==> config.mk <==
export PLATFORM = sky130hd
export DESIGN_NAME = spi_cmd_tx_flat
export DESIGN_NICKNAME = d
export VERILOG_FILES = /design/src/rtl/spi_cmd_tx_if.sv /design/src/rtl/spi_cmd_tx.sv /design/src/flat_wrapper.sv
export SDC_FILE = /design/constraint.sdc
export NUM_CORES = 1
export LEC_CHECK = 0
export ABC_AREA = 1
export BUFFER_PORTS_ARGS = -buffer_cell sky130_fd_sc_hd__buf_2
export CAP_MARGIN = 25
export CORE_ASPECT_RATIO = 1.75
export CORE_MARGIN = 5
export CORE_UTILIZATION = 46
export CTS_BUF_LIST = sky130_fd_sc_hd__clkbuf_8
export DETAILED_ROUTE_END_ITERATION = 7
export GPL_ROUTABILITY_DRIVEN = 0
export PLACE_DENSITY = 0.66
export SLEW_MARGIN = 20
export SYNTH_ARGS = -nofsm -noshare
export SYNTH_HDL_FRONTEND = slang
export SYNTH_SLANG_ARGS = --single-unit
==> constraint.sdc <==
create_clock -name ck_1356meg -period 2.8 [get_ports ck_1356meg]
set_input_delay 0.56 -clock ck_1356meg [delete_from_list [all_inputs] [get_ports ck_1356meg]]
set_output_delay 0.56 -clock ck_1356meg [all_outputs]
set_load 0.01 [all_outputs]
==> src/rtl/spi_cmd_tx_if.sv <==
// Command/readback bundle between a command source and spi_cmd_tx, plus the SPI pins.
// master = the transmitter block, slave = the command source / SPI far end.
interface spi_cmd_tx_if;
  logic        cmd_valid;
  logic        cmd_ready;
  logic [3:0]  cmd;
  logic [7:0]  data;
  logic        ncs;
  logic        spck;
  logic        mosi;
  logic        miso;
  logic [15:0] rx_data;
  logic        rx_valid;
  logic        busy;

  modport master (
    input  cmd_valid, cmd, data, miso,
    output cmd_ready, ncs, spck, mosi, rx_data, rx_valid, busy
  );

  modport slave (
    output cmd_valid, cmd, data, miso,
    input  cmd_ready, ncs, spck, mosi, rx_data, rx_valid, busy
  );
endinterface

==> src/rtl/spi_cmd_tx.sv <==
// SPI master command transmitter: one {cmd,0000,data} frame per accept, MSB first, miso captured.
// ncs low 33*CLK_DIV clocks per frame then GAP_CYCLES high before next accept; cmd_ready only in IDLE.
module spi_cmd_tx #(
  parameter int CLK_DIV    = 4,
  parameter int GAP_CYCLES = 8
) (
  input  logic         ck_1356meg,
  input  logic         reset,
  spi_cmd_tx_if.master bus
);
  localparam int PH_MAX = (CLK_DIV > GAP_CYCLES) ? CLK_DIV : GAP_CYCLES;
  localparam int PH_W   = (PH_MAX > 1) ? $clog2(PH_MAX) : 1;
  localparam logic [PH_W-1:0] PH_D_LAST = PH_W'(CLK_DIV - 1);
  // GAP is one clock short of GAP_CYCLES: the IDLE clock before the next accept also keeps ncs high.
  localparam logic [PH_W-1:0] PH_G_LAST = PH_W'((GAP_CYCLES > 1) ? GAP_CYCLES - 2 : 0);

  typedef enum logic [2:0] {S_IDLE, S_SETUP, S_HIGH, S_LOW, S_HOLD, S_GAP} state_t;

  state_t          r_state;
  logic [PH_W-1:0] r_phase;
  logic [3:0]      r_bit;
  logic [14:0]     r_tx_sr;
  logic [15:0]     r_rx_sr;
  logic [15:0]     r_rx_data;
  logic            r_ncs;
  logic            r_spck;
  logic            r_mosi;
  logic            r_rx_valid;
  logic            r_busy;
  logic            w_accept;
  logic            w_d_end;

  assign bus.cmd_ready = (r_state == S_IDLE) & ~reset;
  assign w_accept      = bus.cmd_valid & bus.cmd_ready;
  assign w_d_end       = (r_phase == PH_D_LAST);

  assign bus.ncs      = r_ncs;
  assign bus.spck     = r_spck;
  assign bus.mosi     = r_mosi;
  assign bus.rx_data  = r_rx_data;
  assign bus.rx_valid = r_rx_valid;
  assign bus.busy     = r_busy;

  always_ff @(posedge ck_1356meg or posedge reset) begin
    if (reset) begin
      r_state    <= S_IDLE;
      r_phase    <= '0;
      r_bit      <= 4'd0;
      r_tx_sr    <= 15'd0;
      r_rx_sr    <= 16'd0;
      r_rx_data  <= 16'd0;
      r_ncs      <= 1'b1;
      r_spck     <= 1'b0;
      r_mosi     <= 1'b0;
      r_rx_valid <= 1'b0;
      r_busy     <= 1'b0;
    end else begin
      r_rx_valid <= 1'b0;
      case (r_state)
        S_IDLE: begin
          if (w_accept) begin
            // Bit 15 goes straight to mosi; the remaining 15 bits wait in the shifter.
            r_mosi  <= bus.cmd[3];
            r_tx_sr <= {bus.cmd[2:0], 4'b0000, bus.data};
            r_rx_sr <= 16'd0;
            r_ncs   <= 1'b0;
            r_busy  <= 1'b1;
            r_phase <= '0;
            r_bit   <= 4'd0;
            r_state <= S_SETUP;
          end
        end
        S_SETUP, S_LOW: begin
          if (w_d_end) begin
            r_phase <= '0;
            r_spck  <= 1'b1;
            r_state <= S_HIGH;
          end else begin
            r_phase <= r_phase + PH_W'(1);
          end
        end
        S_HIGH: begin
          if (w_d_end) begin
            r_phase <= '0;
            r_spck  <= 1'b0;
            r_rx_sr <= {r_rx_sr[14:0], bus.miso};
            r_bit   <= r_bit + 4'd1;
            if (r_bit == 4'd15) begin
              r_state <= S_HOLD;
            end else begin
              r_mosi  <= r_tx_sr[14];
              r_tx_sr <= {r_tx_sr[13:0], 1'b0};
              r_state <= S_LOW;
            end
          end else begin
            r_phase <= r_phase + PH_W'(1);
          end
        end
        S_HOLD: begin
          if (w_d_end) begin
            r_phase    <= '0;
            r_ncs      <= 1'b1;
            r_mosi     <= 1'b0;
            r_rx_data  <= r_rx_sr;
            r_rx_valid <= 1'b1;
            if (GAP_CYCLES > 1) begin
              r_state <= S_GAP;
            end else begin
              r_busy  <= 1'b0;
              r_state <= S_IDLE;
            end
          end else begin
            r_phase <= r_phase + PH_W'(1);
          end
        end
        S_GAP: begin
          if (r_phase == PH_G_LAST) begin
            r_phase <= '0;
            r_busy  <= 1'b0;
            r_state <= S_IDLE;
          end else begin
            r_phase <= r_phase + PH_W'(1);
          end
        end
        default: begin
          r_state <= S_IDLE;
          r_busy  <= 1'b0;
          r_ncs   <= 1'b1;
          r_spck  <= 1'b0;
        end
      endcase
    end
  end
endmodule

==> src/flat_wrapper.sv <==
// flat-port wrapper written by rule: the top's interface ports become plain ports
module spi_cmd_tx_flat 
#(
  parameter int CLK_DIV    = 4,
  parameter int GAP_CYCLES = 8
)
  (ck_1356meg, reset, bus_cmd_valid, bus_cmd, bus_data, bus_miso, bus_cmd_ready, bus_ncs, bus_spck, bus_mosi, bus_rx_data, bus_rx_valid, bus_busy);
  spi_cmd_tx_if bus_i ();
  input  logic ck_1356meg;
  input  logic reset;
  input wire logic [$bits(bus_i.cmd_valid)-1:0] bus_cmd_valid;
  input wire logic [$bits(bus_i.cmd)-1:0] bus_cmd;
  input wire logic [$bits(bus_i.data)-1:0] bus_data;
  input wire logic [$bits(bus_i.miso)-1:0] bus_miso;
  output wire logic [$bits(bus_i.cmd_ready)-1:0] bus_cmd_ready;
  output wire logic [$bits(bus_i.ncs)-1:0] bus_ncs;
  output wire logic [$bits(bus_i.spck)-1:0] bus_spck;
  output wire logic [$bits(bus_i.mosi)-1:0] bus_mosi;
  output wire logic [$bits(bus_i.rx_data)-1:0] bus_rx_data;
  output wire logic [$bits(bus_i.rx_valid)-1:0] bus_rx_valid;
  output wire logic [$bits(bus_i.busy)-1:0] bus_busy;
  assign bus_i.cmd_valid = bus_cmd_valid;
  assign bus_i.cmd = bus_cmd;
  assign bus_i.data = bus_data;
  assign bus_i.miso = bus_miso;
  assign bus_cmd_ready = bus_i.cmd_ready;
  assign bus_ncs = bus_i.ncs;
  assign bus_spck = bus_i.spck;
  assign bus_mosi = bus_i.mosi;
  assign bus_rx_data = bus_i.rx_data;
  assign bus_rx_valid = bus_i.rx_valid;
  assign bus_busy = bus_i.busy;
  spi_cmd_tx #(.CLK_DIV(CLK_DIV), .GAP_CYCLES(GAP_CYCLES)) u_core (.ck_1356meg(ck_1356meg), .reset(reset), .bus(bus_i));
endmodule
* After elaboration in Yosys (flattened, before gate mapping)
Cells that the tools add are included.
** Cells by class
- Add/subtract/negate cells :: 2
- Equality and inequality tests :: 14
- Mux-type cells :: 35
- Bitwise gates (word level) :: 6
- Reductions and logical operators :: 17
** Operator list (count)
- two-way mux 15 bit :: 3
- two-way mux 16 bit :: 2
- one-hot mux 16 bit (2 select lines) :: 1
- one-hot mux 15 bit (2 select lines) :: 1
- two-way mux 3 bit :: 9
- one-hot mux 3 bit (5 select lines) :: 1
- one-hot mux 1 bit (3 select lines) :: 4
- AND reduction 3 bit :: 4
- two-way mux 1 bit :: 10
- != test 2 x 1 -> 1 bit (second input constant) :: 5
- AND reduction 5 bit :: 2
- == test 3 x 2 -> 1 bit (second input constant) :: 3
- == test 3 bit (second input constant) :: 3
- one-hot mux 3 bit (3 select lines) :: 1
- two-way mux 4 bit :: 2
- one-hot mux 4 bit (2 select lines) :: 1
- OR reduction 4 bit :: 2
- nonzero test 3 bit :: 2
- adder 4 x 1 -> 4 bit (second input constant) :: 1
- == test 4 bit (second input constant) :: 1
- inverter 1 bit :: 4
- AND reduction 2 bit :: 2
- AND reduction 4 bit :: 1
- adder 3 x 1 -> 3 bit (second input constant) :: 1
- other kinds (7) :: 8
** Storage, ports and cells
- Flip-flop bits (word level) :: 62
- Input port bits :: 16
- Output and inout bits :: 22
- Word-level logic and storage cells :: 85

* Longest topological paths before layout
- Depth in word-level cells :: 5
- Depth in mapped cells :: 10
- Depth with buffers taken out :: 9

* Worst setup path after synthesis
No wires, ideal clock.
- Path type :: input port to flip-flop
- Start :: input port reset
- End :: register u_core.r_tx_sr[8]
- Setup time :: 0.118 ns
- Data arrival time :: 2.525 ns
- Data required time :: 2.682 ns
- Slack :: 0.157 ns
- Stages on the path :: 7
- Path buffers :: 1
- Cell sequence :: inv_1 > a21oi_2 > nor2_2 > nand2_2 > buf_6 > nand2_1 > nand2_1
** Between the ends
- Word-level cells in the longest chain between the ends :: 5
** RTL lines
- from (decl) :: RTL line flat_wrapper.sv:10 : input logic reset;
- inverter 1 bit :: RTL line spi_cmd_tx.sv:33 : assign bus.cmd_ready = (r_state == S_IDLE) & ~reset;
- AND 1 bit :: RTL line spi_cmd_tx.sv:33
- AND 1 bit :: RTL line spi_cmd_tx.sv:34 : assign w_accept = bus.cmd_valid & bus.cmd_ready;
- != test 2 x 1 -> 1 bit (no line)
- AND reduction 4 bit (no line)
- to (signal assigned) :: RTL line spi_cmd_tx.sv:64 : r_tx_sr <= {bus.cmd[2:0], 4'b0000, bus.data};
- to (signal assigned) :: RTL line spi_cmd_tx.sv:92 : r_tx_sr <= {r_tx_sr[13:0], 1'b0};
- to (decl) :: RTL line spi_cmd_tx.sv:22 : logic [14:0] r_tx_sr;
Every way passes these cells.
A chain may end at the register's enable or synchronous reset.

* Worst setup path in the final report
- Start :: register u_core.r_phase[1]
- End :: register u_core.r_rx_sr[4]
** Between the ends
- Word-level cells in the longest chain between the ends :: 3
** RTL lines
- from (decl) :: RTL line spi_cmd_tx.sv:20 : logic [PH_W-1:0] r_phase;
- from (signal assigned) :: RTL line spi_cmd_tx.sv:79 : r_phase <= r_phase + PH_W'(1);
- from (signal assigned) :: RTL line spi_cmd_tx.sv:96 : r_phase <= r_phase + PH_W'(1);
- from (signal assigned) :: RTL line spi_cmd_tx.sv:113 : r_phase <= r_phase + PH_W'(1);
- == test 3 x 2 -> 1 bit :: RTL line spi_cmd_tx.sv:35 : assign w_d_end = (r_phase == PH_D_LAST);
- != test 2 x 1 -> 1 bit (no line)
- AND reduction 3 bit (no line)
- to (signal assigned) :: RTL line spi_cmd_tx.sv:86 : r_rx_sr <= {r_rx_sr[14:0], bus.miso};
- to (decl) :: RTL line spi_cmd_tx.sv:23 : logic [15:0] r_rx_sr;
Every way passes these cells.

==> reports/qor.csv <==
metric,value,unit
wl_per_cell,12.7,µm
cp-endpoint,u_core.r_rx_sr[4]$_DFFE_PP0P_,
firstDrtPassIters,4,
syn_avg_cell_area,8.30,µm²
reg2reg_to,u_core.r_rx_sr[4]$_DFFE_PP0P_,
ys_top_cells_by_count,"nand2_1 (129), dfrtp_1 (61), o21ai_0 (36), inv_1 (34), nand3_1 (28)",
cp-end-kind,register,
die_w,69.9,µm
slew_headroom,47.9,%
setup_ws,0.760,ns
setup_viol,0,
cts_buffers,9,
vias,2293,
totalWireLength,5980,µm
crit_path_start_kind,register,
synth_cell_type_count,25,
finalPower,3.03,mW
cap_violations,0,
synthDominantCellAreaShare,52.8,%
cts_max_level,3,
mappedNetlistNets,370,
rows,38,
placed_cells,455,
diodes,0,
grt_usage,16.6,%
postSynthCellCount,348,
cts_tree,done,
path_max_fanout,22,
vdd_drop_max,371,µV
cts_setup_buffers,0,
yosysTopAreaCell,dfrtp_1,
seq_power_share,39.2,%
tightestPinTransition,0.782,ns
viasPerCell,4.87,
layout-drive-gt1-share,18.2,%
hold_path.class,register to register,
cts_resized,0,
antenna_found_initial,0,
pre_cts_ws,0.832,ns
grt_max_degree,63,
detail-route-antenna-nets,0,
fin_crit,2.04,ns
yosysSeqAreaShare,53.7,%
numClockSinks,62,
ios,38,
tns,0,ns
root_buffer,clkbuf_8,
yosysMostFrequentCell,nand2_1,
yosysWarnings,0,
die_area,8030,µm²
p_leak,1.76,nW
grt_first_pass_wirelength,10600,µm
rrSetupSlack,0.76,ns
drt_iter0_markers,164,
maxSlewViolCount,0,
timing.rr.start,u_core.r_phase[1]$_DFFE_PP0P_,
reg2reg_depth,7,
final_area,3320,µm²
grt.overflow.total,0,
syn_area,2890,µm²
ctsHoldBuffers,0,
crit_type,register to register,
clkPwrFrac,28.1,%
path_clk_slew,0.07,ns
status,finished clean,
switchingPower,1.14,mW
synth_edf_count,0,
synth_async_sr_flop_share,100,%
die_h,115,µm
worstPathArrival,2.23,ns
grt_pass1_vias,2293,
dp_hpwl,4170,µm
powerDensity,911,nW/µm²
crit_required,2.99,ns
portBuffers,37,
netSwitchingFraction,37.6,%
dpl_cell_area,3110,µm²
timing.critical_path.from,u_core.r_phase[1]$_DFFE_PP0P_,
clockBufferDepth,2,
drc_errors,0,
p_comb_share,32.7,%
core_area,6180,µm²
p_int,1.89,mW
ys_seq_elements,62,
finalHoldViolCount,0,
nNetsFinal,408,
synth_ff_type,dfrtp_1,
holdPathStages,2,
initial_core_util,46.7,%
rsz0062_at_grt,false,
fin_cells,471,
finClkSkew,0.00780,ns
syn2layout_area_growth,15.0,%
clock_latency,0.34,ns
fmax,0.490,GHz
synth_area_leaders,"dfrtp_1 (53%), nand2_1 (17%), o21ai_0 (6.2%)",
fin_crit_sh,72.9,%
==> metrics by stage <==
step                      hold WS (ns)  utilization [%]
final                            0.459             53.7
after global routing             0.479             53.7
after CTS                        0.450             53.7
after detailed placement         0.452             50.3
after global placement           0.448             50.3
after floorplan                  0.442                -
==> metal layers <==
layer / global-route usage, % / vias to the layer above / share of wire [%]
met4: 8.57 / 0 / 2.6
met3: 4.20 / 12 / 3.4
met5: 0 / - / 0
li1: - / 1174 / -
met1: 19.7 / 1069 / 42
met2: 27.9 / 38 / 52
==> power groups by stage <==
stage | clock, mW | combinational, mW | sequential, mW
finish | 0.849 | 0.991 | 1.19
global route | 0.932 | 1.16 | 1.21
CTS | 0.881 | 1.00 | 1.19
detailed placement | 0 | 0.995 | 1.20
global placement | 0 | 0.982 | 1.20
floorplan | 0 | 0.847 | 1.19
==> worst max-delay path, stage by stage, from the launching register on <==
cell     delay (ns)
dfrtp_1        0.40
ha_1           0.19
ha_1           0.25
nor2_1         0.12
nor2_4         0.33
nand2_2        0.34
nand2_1        0.16
o21ai_0        0.10
==> sequential cells by signal, summed over array words and instances (netlist names), 3 cells and up <==
signal and cells:
u_core.bus.rx_data 16, u_core.r_bit 4, u_core.r_phase 3, u_core.r_rx_sr 16, u_core.r_state 3, u_core.r_tx_sr 15
==> cells in the final DEF (no fill, tap or decap) <==
cell | synthesis | final
inv_2 | 2 | 3
nor2_4 | 3 | 3
nand2_1 | 129 | 129
buf_4 | 2 | 3
clkbuf_8 | 0 | 10
xor2_1 | 1 | 1
ha_1 | 6 | 6
dfrtp_1 | 61 | 61
or2_2 | 3 | 3
bufinv_16 | 0 | 2
o211ai_1 | 1 | 1
buf_2 | 3 | 37
clkinv_2 | 0 | 2
nand4_1 | 8 | 8
nand2_2 | 2 | 2
a21oi_1 | 1 | 1
nor2_2 | 2 | 2
nand3_1 | 28 | 28
o21ai_0 | 36 | 36
nand3_2 | 1 | 1
o21ai_1 | 4 | 4
a21oi_2 | 1 | 1
nor2_1 | 10 | 10
dfstp_2 | 1 | 1
inv_1 | 34 | 35
inv_4 | 1 | 1
==> logic make-up (layout without fill, tap and decap cells) <==
family	count (synthesis)	count (layout)	share of synthesized area, %
AND/OR/NAND/NOR	186	186	27.7
adder cells (fa/ha/maj)	6	6	2.60
XOR/XNOR	1	1	0.303
buffers and inverters	50	93	8.01
AO/OA/AOI/OAI	43	43	7.67
flip-flops	62	62	53.7
==> worst min-delay path by stage <==
| stage | to | startpoint | slack [ns] |
|---|---|---|---|
| after floorplan | u_core.bus.rx_data[15]$_DFFE_PP0P_ | u_core.r_rx_sr[15]$_DFFE_PP0P_ | 0.44 |
| after global placement | u_core.bus.ncs$_DFFE_PP1P_ | u_core.bus.ncs$_DFFE_PP1P_ | 0.45 |
| after detailed placement | u_core.bus.ncs$_DFFE_PP1P_ | u_core.bus.ncs$_DFFE_PP1P_ | 0.45 |
| after CTS | u_core.r_rx_sr[0]$_DFFE_PP0P_ | bus_miso | 0.45 |
| after global routing | u_core.bus.ncs$_DFFE_PP1P_ | u_core.bus.ncs$_DFFE_PP1P_ | 0.48 |
| final | u_core.bus.ncs$_DFFE_PP1P_ | u_core.bus.ncs$_DFFE_PP1P_ | 0.46 |
==> cell type report <==
class | instances | area (µm²)
clock buffers | 10 | 138
clock inverters | 6 | 77.6
fillers | 605 | 2860
inverters | 37 | 141
multi-input cells | 236 | 1100
flip-flops and latches | 62 | 1550
well taps | 80 | 100
repair buffers | 40 | 208
Power figures use the tool's default switching activity.
